$ cat src/rtl/alu_pkg.sv
// Shared definitions for the sequential ALU responder.
// Opcodes, FSM states and opcode classification helpers.
package alu_pkg;

    localparam int DEF_XLEN = 32;

    localparam logic [3:0] OP_AND = 4'b0000;
    localparam logic [3:0] OP_OR  = 4'b0001;
    localparam logic [3:0] OP_ADD = 4'b0010;
    localparam logic [3:0] OP_SLL = 4'b0011;
    localparam logic [3:0] OP_SRL = 4'b0100;
    localparam logic [3:0] OP_SRA = 4'b0101;
    localparam logic [3:0] OP_SUB = 4'b0110;

    typedef enum logic [1:0] {
        IDLE,
        SHIFT,
        DONE
    } state_t;

    function automatic logic is_shift_op(input logic [3:0] op);
        return (op == OP_SLL) || (op == OP_SRL) ||
               (op == OP_SRA);
    endfunction

    function automatic logic is_legal_op(input logic [3:0] op);
        return op <= OP_SUB;
    endfunction

endpackage

$ cat src/rtl/alu_shift_step.sv
// One-bit shifter used by the iterative shift path.
// Non-shift opcodes pass the value through unchanged.
module alu_shift_step
    import alu_pkg::*;
#(
    parameter int XLEN = DEF_XLEN
) (
    input  logic [XLEN-1:0] value,
    input  logic [3:0]      op,
    output logic [XLEN-1:0] shifted
);

    // select fill bit and direction for a single-bit shift
    always_comb begin
        shifted = value;
        case (op)
            OP_SLL:  shifted = {value[XLEN-2:0], 1'b0};
            OP_SRL:  shifted = {1'b0, value[XLEN-1:1]};
            OP_SRA:  shifted = {value[XLEN-1], value[XLEN-1:1]};
            default: shifted = value;
        endcase
    end

endmodule

$ cat src/rtl/alu_seq.sv
// Multi-cycle ALU responder with request/response handshakes.
// Logic/arith ops take one cycle, shifts iterate a bit per cycle.
module alu_seq
    import alu_pkg::*;
#(
    parameter int XLEN    = DEF_XLEN,
    parameter int SHAMT_W = $clog2(XLEN)
) (
    input  logic            clk,
    input  logic            rst,
    input  logic            req_valid,
    output logic            req_ready,
    input  logic [3:0]      req_op,
    input  logic [XLEN-1:0] req_data1,
    input  logic [XLEN-1:0] req_data2,
    output logic            rsp_valid,
    input  logic            rsp_ready,
    output logic [XLEN-1:0] rsp_result,
    output logic            rsp_zero,
    output logic            rsp_err
);

    state_t              state;
    logic [3:0]          op_q;
    logic [XLEN-1:0]     shreg;
    logic [XLEN-1:0]     step_val;
    logic [XLEN-1:0]     alu_res;
    logic [SHAMT_W-1:0]  cnt;
    logic [SHAMT_W-1:0]  shamt;
    logic                dec_illegal;
    logic                dec_single;
    logic                dec_shift_z;
    logic                dec_shift_nz;

    assign shamt = req_data2[SHAMT_W-1:0];

    alu_shift_step #(
        .XLEN(XLEN)
    ) u_step (
        .value  (shreg),
        .op     (op_q),
        .shifted(step_val)
    );

    // single-cycle result and mutually exclusive op classes
    always_comb begin
        alu_res = '0;
        case (req_op)
            OP_AND:  alu_res = req_data1 & req_data2;
            OP_OR:   alu_res = req_data1 | req_data2;
            OP_ADD:  alu_res = req_data1 + req_data2;
            OP_SUB:  alu_res = req_data1 - req_data2;
            default: alu_res = '0;
        endcase
        dec_illegal  = !is_legal_op(req_op);
        dec_shift_z  = is_shift_op(req_op) &&
                       (shamt == '0);
        dec_shift_nz = is_shift_op(req_op) &&
                       (shamt != '0);
        dec_single   = is_legal_op(req_op) &&
                       !is_shift_op(req_op);
    end

    // control FSM with registered handshake and response outputs
    always_ff @(posedge clk or posedge rst) begin
        if (rst) begin
            state      <= IDLE;
            req_ready  <= 1'b1;
            rsp_valid  <= 1'b0;
            rsp_result <= '0;
            rsp_zero   <= 1'b0;
            rsp_err    <= 1'b0;
            cnt        <= '0;
            shreg      <= '0;
            op_q       <= OP_AND;
        end else begin
            case (state)
                IDLE: begin
                    if (req_valid) begin
                        op_q <= req_op;
                        unique case (1'b1)
                            dec_illegal: begin
                                rsp_result <= '0;
                                rsp_zero   <= 1'b1;
                                rsp_err    <= 1'b1;
                                rsp_valid  <= 1'b1;
                                req_ready  <= 1'b0;
                                state      <= DONE;
                            end
                            dec_shift_z: begin
                                rsp_result <= req_data1;
                                rsp_zero   <= (req_data1 == '0);
                                rsp_err    <= 1'b0;
                                rsp_valid  <= 1'b1;
                                req_ready  <= 1'b0;
                                state      <= DONE;
                            end
                            dec_shift_nz: begin
                                shreg     <= req_data1;
                                cnt       <= shamt;
                                req_ready <= 1'b0;
                                state     <= SHIFT;
                            end
                            dec_single: begin
                                rsp_result <= alu_res;
                                rsp_zero   <= (alu_res == '0);
                                rsp_err    <= 1'b0;
                                rsp_valid  <= 1'b1;
                                req_ready  <= 1'b0;
                                state      <= DONE;
                            end
                        endcase
                    end
                end
                SHIFT: begin
                    shreg <= step_val;
                    cnt   <= cnt - SHAMT_W'(1);
                    if (cnt == SHAMT_W'(1)) begin
                        rsp_result <= step_val;
                        rsp_zero   <= (step_val == '0);
                        rsp_err    <= 1'b0;
                        rsp_valid  <= 1'b1;
                        state      <= DONE;
                    end
                end
                DONE: begin
                    if (rsp_ready) begin
                        rsp_valid <= 1'b0;
                        req_ready <= 1'b1;
                        state     <= IDLE;
                    end
                end
                default: begin
                    rsp_valid <= 1'b0;
                    req_ready <= 1'b1;
                    state     <= IDLE;
                end
            endcase
        end
    end

endmodule

$ cat config.mk
export PLATFORM = sky130hd
export DESIGN_NAME = alu_seq
export DESIGN_NICKNAME = d
export VERILOG_FILES = /design/src/rtl/alu_pkg.sv /design/src/rtl/alu_shift_step.sv /design/src/rtl/alu_seq.sv
export SDC_FILE = /design/constraint.sdc
export NUM_CORES = 1
export LEC_CHECK = 0
export ABC_AREA = 1
export CAP_MARGIN = 20
export CORE_ASPECT_RATIO = 1.1
export CORE_MARGIN = 2
export CORE_UTILIZATION = 53
export CTS_BUF_LIST = sky130_fd_sc_hd__clkbuf_4 sky130_fd_sc_hd__clkbuf_8
export CTS_CLUSTER_DIAMETER = 30
export CTS_CLUSTER_SIZE = 12
export DETAILED_ROUTE_END_ITERATION = 8
export PLACE_DENSITY_LB_ADDON = 0.3
export SYNTH_ARGS = -nofsm -noshare
export SYNTH_HDL_FRONTEND = slang
export SYNTH_SLANG_ARGS = --single-unit
$ cat constraint.sdc
create_clock -name clk -period 3.4 [get_ports clk]
set_input_delay 1.02 -clock clk [delete_from_list [all_inputs] [get_ports clk]]
set_output_delay 1.02 -clock clk [all_outputs]
set_load 0.01 [all_outputs]
==> impl_results.md <==
- Global-route wire length before repair: 55000 um
- Sw Share: 48.6%
- Final GP Congestion: 1.06
- Layout Nets: 1878
- Core Area: 15800 um2
- Clock slew at reported path FFs: 0.08 ns
- Reg2reg path depth: 11
- TritonCTS clock tree: yes
- Final hold viol count: 0
- IO Count: 108
- Hpwl dp: 26900 um
- Share of cells above drive strength 1: 31.1%
- VDD IR max: 667 uV
- Critical Path AT: 4.51 ns
- Die width: 125 um
- DR pass1 iterations: 6
- Flop pwr share: 23.8%
- H-tree depth: 3
- Combinational share of power: 66.2%
- CP max FO: 4
- Syn Nets: 1550
- Routed vias/inst: 5.98
- Largest net degree at the start of global routing: 45
- Post-synth top flop: dfrtp_1
- Iter 0 DRT Violations: 1885
- Hold_ws: 0.491 ns
- Final Skew: 0.0164 ns
- Worst endpoint required time: 3.69 ns
- Wire length per cell: 18.5 um
- Post-synth ARST share: 100%
- Row count: 48
- Register Area: 1980 um2
- Clock sink total: 79
- Int Pwr: 0.00375 W
- Mapped Cells: 1440
- Grt total ovfl: 0
- Initial core utilization: 54.5%
- Clock share of power: 10.0%
- Sw Pwr: 0.00356 W
- Hold Path Class: reg -> reg
- RSZ-0062 raised after global routing: true
- CTS buffer count: 9
- Syn_area_per_cell: 5.97 um2
- Max_slew headroom: 53.0%
- DRC viols: 0
- Number of synthesized flops with an enable pin: 0
- Final wirelength: 36500 um
- Total track usage: 39.9%
- Nature of the critical path endpoint: flop
- Fin crit period: 4.22 ns
- Dpl ws: -1.76 ns
- Multi-input gate area: 6540 um2
- Max Freq: 0.237 GHz
- Worst Hold Path Cells: 2
- Vias post-DR: 11803
- Max-slew violation count: 0
- WS Path Type: in -> reg
- Final worst slack: -0.816 ns
- Chip height: 138 um
- Period utilisation layout: 124%
- Violated checks: negative setup slack
- Max_cap viols: 0
- Routed Antenna Nets: 0
- Synth warnings: 0
- CP dominant cell by count: nor2_1
- Area grow syn2layout: 51.8%
- N_diodes: 0
- Hold_buf cts: 0
- P_leak: 6.46 nW
- Vias in the first global route: 10745
- Post-Syn Area: 8600 um2
- Full die area: 17300 um2
- Seq/Total Area, Yosys: 23.0%
- IO Port Bufs: 107
- Final setup vio count: 24
- Number of register bits inferred by synthesis: 79
- PD cells: 560 nW/um2
- Worst skew pair latency: 0.37 ns
- Antenna violations before repair: 0
- Critical Path Source Type: primary input
- Layout filler cell count: 1044
- CP max stage cell: ha_1
- Clock Path Buffers: 2
- Netlist cell types: 44
- Worst-Margin Slew: 0.704 ns
- Crit-path max cell delay: 0.38 ns
- CTS Root Cell: clkbuf_8
- Status: finished with violations
- Fin util: 82.7%
## metal layers
layer	track usage (%)	wire, um
met1	54.8	14700
met2	62.9	16500
met3	6.87	3710
met4	15.6	1580
met5	0	0
## Yosys cell counts, types with 13 or more instances
library cell,number,area [um2]
buf_2,17,85.1
clkbuf_1,27,101
a21oi_1,107,536
nand2_2,17,106
nand3_1,76,380
nand2_1,362,1360
nor2_1,166,623
xor2_1,24,210
o21ai_0,66,330
a31oi_1,69,432
inv_1,228,856
o22ai_1,25,156
ha_1,37,463
a22oi_1,21,158
dfrtp_1,78,1950
nand4_1,15,93.8
nor4_1,13,81.3
## layout make-up
| cell class | count | share of cell area [%] |
|---|---|---|
| clock inverter | 7 | 0.604 |
| sequential | 79 | 15.1 |
| tap | 200 | 1.92 |
| timing repair buffer | 366 | 24.2 |
| multi-input combinational | 1076 | 50.1 |
| clock buffer | 9 | 0.949 |
| inverter | 236 | 7.07 |
## worst paths after layout
check                          startpoint              to  slack [ns]
max reg2reg                       op_q[3]        rsp_zero        0.87
min in group asynchronous             rst  rsp_result[26]        1.01
min                        rsp_result[16]  rsp_result[16]        0.49
min reg2reg                rsp_result[16]  rsp_result[16]        0.49
max                          req_data2[1]        rsp_zero       -0.82
max in group asynchronous             rst        shreg[7]        1.73
## flip-flops by register name, indices dropped and copies added (netlist names)
signal	flops
cnt	5
op_q	4
req_ready	1
rsp_err	1
rsp_result	32
rsp_valid	1
rsp_zero	1
shreg	32
state	2
## placed cells by master (no fill, tap or decap), drive strengths merged, types with 3 or more instances in the layout
cell type and instances:
a21oi 109, clkinv 7, inv 235, ha 37, clkbuf 11, nor4 13
nor2 170, o21ai 69, buf 261, nand2 379, nand3b 11, o21bai 3
nand3 78, dfrtp 78, xnor2 4, nor3 14, o221ai 10, nand4 15
a22oi 21, dlygate4sd2 7, a31oi 69, xor2 24, o22ai 25, o31ai 3
clkdlybuf4s50 96, or2 11, o211ai 5
## kinds of logic after synthesis
| kind of cell | count (synthesis) | synth area share (%) |
|---|---|---|
| XOR/XNOR | 28 | 2.85 |
| flip-flops | 79 | 23.0 |
| buffers and inverters | 285 | 12.8 |
| adder cells (fa/ha/maj) | 38 | 5.62 |
| AND/OR/NAND/NOR | 693 | 34.2 |
| AO/OA/AOI/OAI | 317 | 21.5 |
## power groups by stage
stage | sequential [W] | combinational (W) | clock, W
floorplan | 0.00176 | 0.00260 | 0
global placement | 0.00172 | 0.00427 | 0
detailed placement | 0.00174 | 0.00438 | 0
CTS | 0.00173 | 0.00457 | 0.000727
global route | 0.00178 | 0.00526 | 0.000765
finish | 0.00174 | 0.00484 | 0.000730
## metrics by stage
step | power [W] | instances | instance area (um2) | setup TNS [ns]
6_report | 0.00731 | 1973 | 13100 | -9.87
5_1_grt | 0.00781 | 1973 | 13100 | -14.26
4_1_cts | 0.00702 | 1964 | 12500 | -9.89
3_5_place_dp | 0.00611 | 1926 | 11600 | -35.48
3_3_place_gp | 0.00599 | 1926 | 11600 | -32.87
2_1_floorplan | 0.00436 | 1440 | 8730 | -3.34
## timing repair
item | CTS | global route
resized for setup | 157 | 144
pin swaps | 92 | 64
cloned | 0 | 0
setup endpoints to repair | 31 | 31
setup buffers | 26 | 14
## worst max-delay path: cells and delay by family
kind | cells | cell delay [ns]
buffers and inverters | 5 | 0.46
AO/OA/AOI/OAI | 4 | 0.52
adder cells (fa/ha/maj) | 2 | 0.51
XOR/XNOR | 1 | 0.17
AND/OR/NAND/NOR | 18 | 1.81
(Power assumes the default switching activity.)
